**config.mk**
```make
export PLATFORM = sky130hd
export DESIGN_NAME = seq_scan_arbiter
export DESIGN_NICKNAME = d
export VERILOG_FILES = /design/src/rtl/seq_scan_arbiter.sv
export SDC_FILE = /design/constraint.sdc
export NUM_CORES = 1
export LEC_CHECK = 0
export ABC_AREA = 1
export BUFFER_PORTS_ARGS = -buffer_cell sky130_fd_sc_hd__clkbuf_2
export CORE_ASPECT_RATIO = 1.5
export CORE_MARGIN = 3
export CORE_UTILIZATION = 50
export CTS_CLUSTER_SIZE = 24
export DETAILED_ROUTE_END_ITERATION = 8
export PLACE_DENSITY = 0.73
export SYNTH_ARGS = -nofsm -noshare
export SYNTH_HDL_FRONTEND = slang
export SYNTH_SLANG_ARGS = --single-unit
```
**constraint.sdc**
```tcl
create_clock -name clk -period 1.9 [get_ports clk]
set_clock_uncertainty 0.05 [all_clocks]
set_input_delay 0.38 -clock clk [delete_from_list [all_inputs] [get_ports clk]]
set_output_delay 0.38 -clock clk [all_outputs]
set_load 0.005 [all_outputs]
```
**src/rtl/seq_scan_arbiter.sv**
```systemverilog
// seq_scan_arbiter: two-requester round-robin arbiter feeding a serial
// overlapping 10010 pattern scanner.
// Each grant loads one DATA_W word, shifts it out MSB first through a Moore
// detector, and reports the number of matches on a one-cycle done pulse.
// Optional macro SEQ_CARRY_EN: when defined, the detector state carries over
// from one word to the next, so a match that straddles a word boundary is
// counted in the later word. When undefined, each word is scanned from idle.
//
// state    | meaning
// ---------+-----------------------------------------------------------
// ST_IDLE  | waiting for a request; busy low
// ST_SHIFT | one word bit consumed per edge, DATA_W edges in total
// ST_DONE  | done pulse; result registers hold the new word's count
module seq_scan_arbiter #(
    parameter int DATA_W = 8,
    parameter int CNT_W  = 4
) (
    input  logic              clk,
    input  logic              rst,
    input  logic              req0,
    input  logic [DATA_W-1:0] data0,
    output logic              ack0,
    input  logic              req1,
    input  logic [DATA_W-1:0] data1,
    output logic              ack1,
    output logic              busy,
    output logic              done,
    output logic              gnt_id,
    output logic [CNT_W-1:0]  match_cnt
);

    localparam int BIT_W = $clog2(DATA_W);
    localparam logic [BIT_W-1:0] LAST_BIT = BIT_W'(DATA_W - 1);
    localparam logic [CNT_W-1:0] CNT_MAX  = '1;

    typedef enum logic [1:0] {
        ST_IDLE,
        ST_SHIFT,
        ST_DONE
    } state_t;

    typedef enum logic [2:0] {
        D_IDLE,
        D_1,
        D_10,
        D_100,
        D_1001,
        D_10010
    } det_t;

    state_t             state_q, state_d;
    det_t               det_q, det_d;
    logic [DATA_W-1:0]  shreg_q, shreg_d;
    logic [BIT_W-1:0]   bit_cnt_q, bit_cnt_d;
    logic [CNT_W-1:0]   acc_q, acc_d;
    logic [CNT_W-1:0]   match_cnt_q, match_cnt_d;
    logic               last_gnt_q, last_gnt_d;
    logic               cur_gnt_q, cur_gnt_d;
    logic               gnt_id_q, gnt_id_d;
    logic               ack0_q, ack0_d;
    logic               ack1_q, ack1_d;

    // Overlapping Moore detector transition: each state is the longest
    // suffix of the input so far that is also a prefix of 10010.
    function automatic det_t det_next(input det_t s, input logic b);
        det_t n;
        case (s)
            D_IDLE:  n = b ? D_1    : D_IDLE;
            D_1:     n = b ? D_1    : D_10;
            D_10:    n = b ? D_1    : D_100;
            D_100:   n = b ? D_1001 : D_IDLE;
            D_1001:  n = b ? D_1    : D_10010;
            D_10010: n = b ? D_1    : D_100;
            default: n = D_IDLE;
        endcase
        return n;
    endfunction

    logic       want;
    logic       grant;
    logic       sel;
    det_t       det_nx;
    logic [CNT_W-1:0] acc_nx;

    // Next-state, arbitration and scan datapath.
    always_comb begin
        state_d     = state_q;
        det_d       = det_q;
        shreg_d     = shreg_q;
        bit_cnt_d   = bit_cnt_q;
        acc_d       = acc_q;
        match_cnt_d = match_cnt_q;
        last_gnt_d  = last_gnt_q;
        cur_gnt_d   = cur_gnt_q;
        gnt_id_d    = gnt_id_q;
        ack0_d      = 1'b0;
        ack1_d      = 1'b0;
        det_nx      = det_next(det_q, shreg_q[DATA_W-1]);
        acc_nx      = acc_q;

        want = req0 | req1;
        // Both requesting: the one not granted last wins. Otherwise the
        // single requester wins.
        sel  = (req0 & req1) ? ~last_gnt_q : req1;
        // The DONE cycle is also an arbitration point so back-to-back words
        // are spaced DATA_W+1 cycles apart.
        grant = want & ((state_q == ST_IDLE) | (state_q == ST_DONE));

        case (state_q)
            ST_IDLE: begin
                state_d = ST_IDLE;
            end
            ST_SHIFT: begin
                det_d = det_nx;
                if ((det_nx == D_10010) && (acc_q != CNT_MAX)) begin
                    acc_nx = acc_q + CNT_W'(1);
                end
                acc_d     = acc_nx;
                shreg_d   = shreg_q << 1;
                bit_cnt_d = bit_cnt_q + BIT_W'(1);
                if (bit_cnt_q == LAST_BIT) begin
                    state_d     = ST_DONE;
                    gnt_id_d    = cur_gnt_q;
                    match_cnt_d = acc_nx;
                end
            end
            ST_DONE: begin
                state_d = ST_IDLE;
            end
            default: begin
                state_d = ST_IDLE;
            end
        endcase

        if (grant) begin
            state_d    = ST_SHIFT;
            cur_gnt_d  = sel;
            last_gnt_d = sel;
            shreg_d    = sel ? data1 : data0;
            bit_cnt_d  = '0;
            acc_d      = '0;
`ifndef SEQ_CARRY_EN
            det_d      = D_IDLE;
`endif
            ack0_d     = ~sel;
            ack1_d     = sel;
        end
    end

    // State and datapath registers; last_gnt resets to 1 so requester 0
    // holds priority after reset.
    always_ff @(posedge clk or negedge rst) begin
        if (!rst) begin
            state_q     <= ST_IDLE;
            det_q       <= D_IDLE;
            shreg_q     <= '0;
            bit_cnt_q   <= '0;
            acc_q       <= '0;
            match_cnt_q <= '0;
            last_gnt_q  <= 1'b1;
            cur_gnt_q   <= 1'b0;
            gnt_id_q    <= 1'b0;
            ack0_q      <= 1'b0;
            ack1_q      <= 1'b0;
        end else begin
            state_q     <= state_d;
            det_q       <= det_d;
            shreg_q     <= shreg_d;
            bit_cnt_q   <= bit_cnt_d;
            acc_q       <= acc_d;
            match_cnt_q <= match_cnt_d;
            last_gnt_q  <= last_gnt_d;
            cur_gnt_q   <= cur_gnt_d;
            gnt_id_q    <= gnt_id_d;
            ack0_q      <= ack0_d;
            ack1_q      <= ack1_d;
        end
    end

    assign ack0      = ack0_q;
    assign ack1      = ack1_q;
    assign busy      = (state_q != ST_IDLE);
    assign done      = (state_q == ST_DONE);
    assign gnt_id    = gnt_id_q;
    assign match_cnt = match_cnt_q;

endmodule

```
==> results.cfg, run 1 <==
[synthesis]
seq_area_frac_synth_pct = 49.1
syn_area_um2 = 1480
yosysUniqueCellTypes = 19
syn_avg_cell_area_um2 = 7.83
syn_nets = 212
synth_cells = 189
ys_ff_latch = 29
synth_warnings = 0

[sta]
hold_viol = 0
rsz0062_at_grt = no
tns_ns = 0
fmax_mhz = 678
drv_slew = 0
max_slew.worst_pin.slew_ns = 0.703
maxSlewHeadroom_pct = 53.1
setup_violations = 0
timing.final.crit_share_pct = 77.6
min_period_ns = 1.47

[hold_path]
hold_path.class = in -> async

[final_layout]
fin_util_pct = 63.5
syn_to_final_growth_pct = 18.4
finalNetCount = 247
design_area_um2 = 1750
drive_above_1_share_pct = 20.4
fill_cells = 252
stdcell_count = 262
antenna_cells = 0

[clock_tree]
clk_latency_ns = 0.27
ctsHoldBuffers = 0
clkSinkCount = 29
clk_path_buf_depth = 2
cts-resized-gates = 0
cts-root-buf = clkbuf_8
numCtsBuffers = 5
cts.clk_slew.worst_paths_ns = 0.06
cts_tree = built
post_cts_buffers = 0
cts_max_level = 2

[power]
finalPower_uw = 2780
p_per_area_nw_per_um2 = 1590
ir_drop_v = 0.000845
p_leak_uw = 0.000946

[placed_design]
hpwl_um = 2490
io_buffers = 28
place_area_um2 = 1660
globalplace.congestion = 0.734
dp.cells = 254

[floorplanning]
core_um2 = 2760
fp.dieH_um = 72.6
dieArea_um2 = 3660
start_util_pct = 53.6
num_io_pins = 29
rows = 23
dieWidth_um = 50.4

[worst_setup_path]
crit_path_max_fanout = 6
criticalPathCategory = reg -> reg
path_common_cell = nand2_1
worst_setup_path_start_kind = register
end_kind = register
startpoint = acc_q[0]$_DFFE_PN0P_
cp_slowest_cell = dfrtp_1
cpPeakStageDelay_ns = 0.43
path_cells = ha_1 > nand2_1 > nor2_1 > nor2_1 > nand2_1 > nand2_1 > nand2_1 > nand2_1
critPathRequiredTime_ns = 2.06
cp_data_arrival_time_ns = 1.64
r2r-start = acc_q[0]$_DFFE_PN0P_

[outcome]
status = completed

[route]
remaining_drc_errors = 0
dr.pass1.iters = 4
wl_per_cell_um = 12.2
postRouteAntennaNets = 0
routed_via_density = 5.25
vias = 1375
dr.first_iter.drc_count = 27
wirelength_um = 3210

[global_routing]
grt_pass1_wl_um = 5400
overflow = 0
grt_max_degree = 30
grt_antenna_before_repair = 0
first_global_vias = 1289
grt_use_total_pct = 19.6

[flow_run]
drv_cap = 0
==> cell usage after synthesis <==
master / count / area, µm²
a21oi_1: 2 / 10.0
a22o_1: 2 / 17.5
buf_4: 1 / 7.51
buf_6: 1 / 11.3
dfrtp_1: 28 / 701
dfstp_2: 1 / 26.3
ha_1: 3 / 37.5
inv_1: 21 / 78.8
inv_2: 2 / 7.51
nand2_1: 66 / 248
nand2_2: 2 / 12.5
nand3_1: 23 / 115
nand4_1: 4 / 25.0
nor2_1: 9 / 33.8
nor2_2: 3 / 18.8
nor2_8: 1 / 20.0
o21ai_0: 14 / 70.1
o21ai_2: 1 / 8.76
or2_0: 5 / 31.3
==> cells in the final DEF, fill, tap and decap left out, drive strengths merged, types with 2 or more instances in the layout <==
cell type  instances
nand2             68
nand3             23
nand4              4
ha                 3
a22o               2
or2                5
clkbuf            36
inv               23
dfrtp             28
o21ai             15
buf                2
nor2              13
a21oi              2
==> critical path, delay by kind of cell (launching register included) <==
kind                       cells  cell delay (ns)
and+or+nand+nor                7             0.71
adders and majority gates      1             0.23
DFF                            1             0.43
==> routing by layer <==
layer  GRT usage, %  part of all wire, %
met5              0                    0
met4           8.98                  2.3
met3           4.50                  5.6
met2           35.5                   53
met1           21.2                   39
==> power by group <==
group / internal, µW / switching [µW]
registers: 909 / 195
clock network: 294 / 206
logic: 454 / 726
==> state kept, by name (all words and copies together) (netlist names), 2 cells and up <==
name / flops
shreg_q: 8
acc_q: 4
bit_cnt_q: 3
det_q: 3
state_q: 2
match_cnt: 4
==> area by class of cell <==
class	instances	area, µm²	share of cell area [%]
Clock buffer	8	90.1	5.14
Inverter	23	86.3	4.93
Multi-Input combinational cell	135	648	37.0
Sequential cell	29	727	41.5
Tap cell	37	46.3	2.64
Timing Repair Buffer	30	155	8.85
==> worst paths after layout <==
kind                                            end  slack, ns  cells past startpoint
min                          shreg_q[4]$_DFFE_PN0P_       0.09                      1
max                        match_cnt[3]$_DFFE_PN0P_       0.43                      8
min in group clk             shreg_q[0]$_DFFE_PN0P_       0.27                      3
max in group asynchronous      acc_q[3]$_DFFE_PN0P_       1.25                      1
max reg2reg                match_cnt[3]$_DFFE_PN0P_       0.43                      8
min reg2reg                match_cnt[3]$_DFFE_PN0P_       0.43                      2
==> logic make-up after synthesis <==
group / after synthesis / synth area share [%]
simple gates: 113 / 34.1
fa+ha+maj: 3 / 2.54
compound gates: 19 / 7.19
flops: 29 / 49.1
buf+inv: 25 / 7.10
==> through the flow <==
stage / worst slack (ns) / hold WS, ns
6_report: 0.425 / 0.0929
5_1_grt: 0.316 / 0.136
4_1_cts: 0.443 / 0.116
3_5_place_dp: 0.382 / 0.409
3_3_place_gp: 0.461 / 0.400
2_1_floorplan: 0.587 / 0.0344
No activity file was read; power rests on OpenSTA's default activity.
==> run 2, diff against run 1 <==
Settings changed: ABC_AREA 1 to 0.
Clock period 1.9 ns to 1.4 ns, I/O delays scaled along.
==> run 2 against run 1 <==
Compared with the run above:
- count of clock-buffer cells in the layout did not move
- sequential cell count is the same
- global-route usage is 5.6 points higher
- utilization increased by 16 points
- maximum frequency decreased by 7.0%
- sequential share of layout area shrank 8.0 points
- the run now ends with negative setup slack left
- routed wire length grew 35%
- synthesized cell count is 17% lower
- die area fell by 0.61%
- total power increased by 48%
==> results.cfg, run 2 <==
[route]
postRouteAntennaNets = 0
vias = 1524
remaining_drc_errors = 0
dr.first_iter.drc_count = 55
routed_via_density = 6.00
wirelength_um = 4320
dr.pass1.iters = 4
wl_per_cell_um = 17.0

[floorplanning]
rows = 23
dieWidth_um = 50.3
fp.dieH_um = 72.4
num_io_pins = 29
core_um2 = 2730
start_util_pct = 53.8
dieArea_um2 = 3640

[worst_setup_path]
criticalPathCategory = reg -> reg
cp_data_arrival_time_ns = 1.70
cpPeakStageDelay_ns = 0.54
end_kind = register
critPathRequiredTime_ns = 1.52
cp_slowest_cell = or4b_4
crit_path_max_fanout = 3
path_cells = or4b_4 > o211a_1 > a221o_1
worst_setup_path_start_kind = register

[sta]
maxSlewHeadroom_pct = 74.1
setup_slack_ns = -0.186
max_slew.worst_pin.slew_ns = 0.388
setup_violations = 16
tns_ns = -1.67
timing.final.crit_share_pct = 113
fmax_mhz = 630
whs_ns = 0.188
rsz0062_at_grt = yes
min_period_ns = 1.59
drv_slew = 0
hold_viol = 0

[clock_tree]
numCtsBuffers = 5
cts_tree = built
clk_latency_ns = 0.29
clkSinkCount = 29
cts_max_level = 2
clk_path_buf_depth = 2
cts-root-buf = clkbuf_8
cts.clk_slew.worst_paths_ns = 0.06

[global_routing]
grt_use_total_pct = 25.2
grt_pass1_wl_um = 6990
grt_max_degree = 17
overflow = 0
grt_antenna_before_repair = 0
first_global_vias = 1548

[power]
p_sw_uw = 1520
ir_drop_v = 0.00117
pwr-share-seq_pct = 33.0
p_leak_uw = 0.00102
p_int_uw = 2600
comb_power_share_pct = 49.6
pwr-share-clk_pct = 17.4
switching_share_pct = 36.8
p_per_area_nw_per_um2 = 1900

[placed_design]
globalplace.congestion = 0.820
hpwl_um = 2820
place_area_um2 = 1820
io_buffers = 28
dp.cells = 237

[synthesis]
ys.flop_type = dfrtp_1
synth_area_leader_cell = dfrtp_1
synthArstFlopShare_pct = 100
synth_cells = 157
synth.top_cell.area_share_pct = 47.7
seq_area_frac_synth_pct = 49.4
syn_area_um2 = 1470
yosysMostFrequentCell = dfrtp_1
syn_avg_cell_area_um2 = 9.36
yosysUniqueCellTypes = 37
synth_warnings = 0
synthTopCellsByCount = 28 x dfrtp_1, 18 x nand2_1, 16 x nand3_1, 12 x a21oi_1, 12 x a31oi_1
syn_nets = 180
synth_area_leaders = dfrtp_1 48%, nand3_1 5.4%, a31oi_1 5.1%
ys_ff_latch = 29
synth_edf_count = 0

[final_layout]
antenna_cells = 0
most-common-layout-cells = 28 x dfrtp_1, 27 x clkbuf_2, 19 x buf_4
regArea_um2 = 727
drive_above_1_share_pct = 44.2
syn_to_final_growth_pct = 47.7
multiInputGateArea_um2 = 848
largest_register_ffs = 8
fin_util_pct = 79.4
final_common_cell = dfrtp_1
finalNetCount = 239
fill_cells = 186
stdcell_count = 254
design_area_um2 = 2170
top_register = shreg_q

[outcome]
violations = negative setup slack
status = finished with violations

[hold_path]
hold_path.class = in -> reg

[flow_run]
drv_cap = 0
[run 2: final cells by class]
class | count | share of cell area, %
sequential | 29 | 33.5
tap | 37 | 2.13
inverter | 3 | 0.519
clock buffer | 8 | 4.15
timing repair buffer | 61 | 20.6
multi-input combinational | 116 | 39.1
[run 2: worst paths after layout]
kind,end,slack (ns),start,depth (start not counted)
min in group asynchronous,det_q[0]$_DFFE_PN0P_,0.39,rst,2
worst min register to register,gnt_id$_DFFE_PN0P_,0.41,cur_gnt_q$_DFFE_PN0P_,2
worst max-delay path,acc_q[1]$_DFFE_PN0P_,-0.19,det_q[1]$_DFFE_PN0P_,3
worst max register to register,acc_q[1]$_DFFE_PN0P_,-0.19,det_q[1]$_DFFE_PN0P_,3
max in group asynchronous,last_gnt_q$_DFFE_PN1P_,0.40,rst,3
worst min-delay path,shreg_q[3]$_DFFE_PN0P_,0.19,data0[3],3
[run 2: per-layer routing]
layer | wire, µm | track usage (%) | vias to the layer above | share of wire (%)
li1 | - | - | 705 | -
met1 | 1630 | 26.8 | 736 | 38
met2 | 2330 | 44.5 | 64 | 54
met3 | 209 | 6.98 | 19 | 4.8
met4 | 155 | 12.9 | 0 | 3.6
met5 | 0 | 0 | - | 0
[run 2: logic make-up after synthesis]
| logic type | Yosys count | synth area share (%) |
|---|---|---|
| compound gates | 49 | 21.3 |
| fa+ha+maj | 3 | 2.55 |
| buf+inv | 13 | 3.49 |
| flops | 29 | 49.4 |
| simple gates | 63 | 23.2 |
[run 2: per-stage QoR]
stage	setup slack, ns	power (µW)
after CTS	-0.171	3740
after global routing	-0.233	4390
after global placement	-0.168	2760
after floorplan	-0.285	2190
final	-0.186	4120
after detailed placement	-0.221	2810
[run 2: power groups by stage]
stage | registers (µW) | clock network (µW) | logic, µW
6_report | 1360 | 718 | 2040
5_1_grt | 1400 | 762 | 2230
4_1_cts | 1330 | 731 | 1680
3_5_place_dp | 1340 | 0 | 1480
3_3_place_gp | 1330 | 0 | 1440
2_1_floorplan | 1350 | 0 | 838
[run 2: what timing repair did]
| item | 4_1_cts | 5_1_grt |
|---|---|---|
| gates resized for setup | 20 | 32 |
| setup endpoints to repair | 17 | 26 |
| pin swaps | 8 | 7 |
| hold buffers | 1 | 0 |
| endpoints found under the hold margin | 13 | 0 |
| setup buffers | 6 | 1 |
| cloned | 1 | 0 |
[run 2: critical path, delay by kind of cell (launching register included)]
kind	cells	cell delay, ns
AOI/OAI and AO/OA	2	0.47
DFF	1	0.41
and+or+nand+nor	1	0.54
==> run 3, diff against run 2 <==
Settings changed: CORE_MARGIN 3 to 1.5.
Clock period 1.4 ns to 1.6 ns, I/O delays scaled along.
==> run 3 against run 2 <==
Compared with the run above:
- the run now ends clean
- utilization is 9.6 points lower
- critical path depth stayed put
- via count is 9.2% lower
- sequential power is 14% lower
- routed wire length is 19% lower
- largest cell class is now flip-flops and latches
- cell count is 3.5% lower
- register-to-register slack better by 0.20 ns
- hold slack better by 0.027 ns
- die area is 9.9% lower
- count of clock-buffer cells in the layout stayed put
- largest power group unchanged
==> results.cfg, run 3 (synthesis results as in run 2) <==
[outcome]
status = completed

[placed_design]
io_buffers = 28
globalplace.congestion = 0.872
place_area_um2 = 1760
place_ws_ns = -0.0265
hpwl_um = 2570

[power]
comb_power_share_pct = 42.1
pwr-share-seq_pct = 38.8
ir_drop_v = 0.00105
p_int_uw = 1940
p_per_area_nw_per_um2 = 1590
switching_share_pct = 35.9
p_leak_uw = 0.000922
finalPower_uw = 3030
pwr-share-clk_pct = 19.1
p_sw_uw = 1090

[final_layout]
most-common-layout-cells = 28 x clkbuf_2, 27 x dfrtp_1, 23 x buf_4
design_area_um2 = 1910
syn_to_final_growth_pct = 29.9
final_common_cell = clkbuf_2
largest_register_ffs = 8
finalNetCount = 230
regArea_um2 = 728
antenna_cells = 0
top_register = shreg_q
fill_cells = 224
drive_above_1_share_pct = 32.2
multiInputGateArea_um2 = 709

[global_routing]
overflow = 0
first_global_vias = 1388
grt_use_total_pct = 25.8
grt_pass1_wl_um = 6110
grt_antenna_before_repair = 0
grt_max_degree = 30

[sta]
setup_slack_ns = 0.0130
max_slew.worst_pin.slew_ns = 0.385
whs_ns = 0.214
timing.final.crit_share_pct = 99.2
setup_violations = 0
rsz0062_at_grt = yes
tns_ns = 0
drv_slew = 0
fmax_mhz = 630
maxSlewHeadroom_pct = 74.0
min_period_ns = 1.59
hold_viol = 0

[floorplanning]
dieArea_um2 = 3280
num_io_pins = 29
core_um2 = 2730
fp.dieH_um = 69.4
start_util_pct = 53.8
rows = 23
dieWidth_um = 47.3

[route]
remaining_drc_errors = 0
wirelength_um = 3520
vias = 1384
wl_per_cell_um = 14.4
dr.first_iter.drc_count = 47
postRouteAntennaNets = 0
dr.pass1.iters = 4
routed_via_density = 5.65

[worst_setup_path]
rr_worst_depth = 3
r2r-end = acc_q[1]$_DFFE_PN0P_
cp_slowest_cell = or4b_4
crit_path_max_fanout = 5
path_cells = or4b_4 > o211a_1 > a221o_1
r2r_setup_slack_ns = 0.01
cp_data_arrival_time_ns = 1.70
cpPeakStageDelay_ns = 0.54
r2r-start = det_q[1]$_DFFE_PN0P_
cp.buffers_inverters = 0
worst_setup_path_start_kind = register
criticalPathCategory = reg -> reg
end_kind = register
cp_top_family = simple AND/OR/NAND/NOR gates
critPathRequiredTime_ns = 1.72

[flow_run]
drv_cap = 0

[hold_path]
whs_endpoint = shreg_q[0]$_DFFE_PN0P_
hold-path-cell-count = 2
hold_start = data1[0]
hold_path.class = in -> reg

[clock_tree]
clk_path_buf_depth = 2
cts_tree = built
numCtsBuffers = 5
cts_max_level = 2
clkSinkCount = 29
cts-root-buf = clkbuf_8
cts.clk_slew.worst_paths_ns = 0.06
clk_latency_ns = 0.29
-- run 3: cell type report --
cell class                      instances  area share, %
Clock buffer                            8           4.19
Inverter                                3          0.590
Multi-Input combinational cell        115           37.2
Sequential cell                        29           38.1
Tap cell                               37           2.42
Timing Repair Buffer                   53           17.5
-- run 3: per-stage QoR --
step	utilization [%]	cells
after floorplan	-	157
after global placement	64.3	231
after global routing	69.8	245
final	69.8	245
after detailed placement	64.3	231
after CTS	68.5	242
-- run 3: worst max path at each step --
stage	from	endpoint	slack [ns]	cells past startpoint
floorplan	shreg_q[7]$_DFFE_PN0P_	acc_q[1]$_DFFE_PN0P_	-0.08	4
global placement	shreg_q[7]$_DFFE_PN0P_	acc_q[1]$_DFFE_PN0P_	0.01	3
detailed placement	det_q[1]$_DFFE_PN0P_	acc_q[1]$_DFFE_PN0P_	-0.03	3
CTS	shreg_q[7]$_DFFE_PN0P_	det_q[2]$_DFFE_PN0P_	-0.006	4
global route	det_q[1]$_DFFE_PN0P_	acc_q[1]$_DFFE_PN0P_	-0.03	3
finish	det_q[1]$_DFFE_PN0P_	acc_q[1]$_DFFE_PN0P_	0.01	3
-- run 3: worst register-to-register path: cells and delay by family, from the launching register on --
kind | cells | cell delay, ns
and+or+nand+nor | 1 | 0.54
AOI/OAI and AO/OA | 2 | 0.48
DFF | 1 | 0.40
-- run 3: repair_timing --
| action | 4_1_cts | 5_1_grt |
|---|---|---|
| setup buffers | 2 | 3 |
| gates resized for setup | 3 | 3 |
| endpoints found under the hold margin | 15 | 0 |
| pin swaps | 0 | 3 |
| endpoints found under the setup margin | 2 | 11 |
| hold buffers | 1 | 0 |
-- run 3: power by group through the flow --
stage / clock, µW / combinational, µW / sequential [µW]
after global routing: 619 / 1460 / 1210
after floorplan: 0 / 721 / 1190
final: 579 / 1270 / 1170
after CTS: 588 / 1230 / 1180
after detailed placement: 0 / 1190 / 1190
after global placement: 0 / 1140 / 1180
-- run 3: routing by layer --
| layer | wire (µm) | GRT usage [%] | part of all wire, % | vias to the layer above |
|---|---|---|---|---|
| li1 | - | - | - | 680 |
| met5 | 0 | 0 | 0 | - |
| met4 | 112 | 13.3 | 3.2 | 0 |
| met1 | 1360 | 29.4 | 39 | 651 |
| met2 | 1910 | 41.4 | 54 | 43 |
| met3 | 141 | 7.03 | 4.0 | 10 |
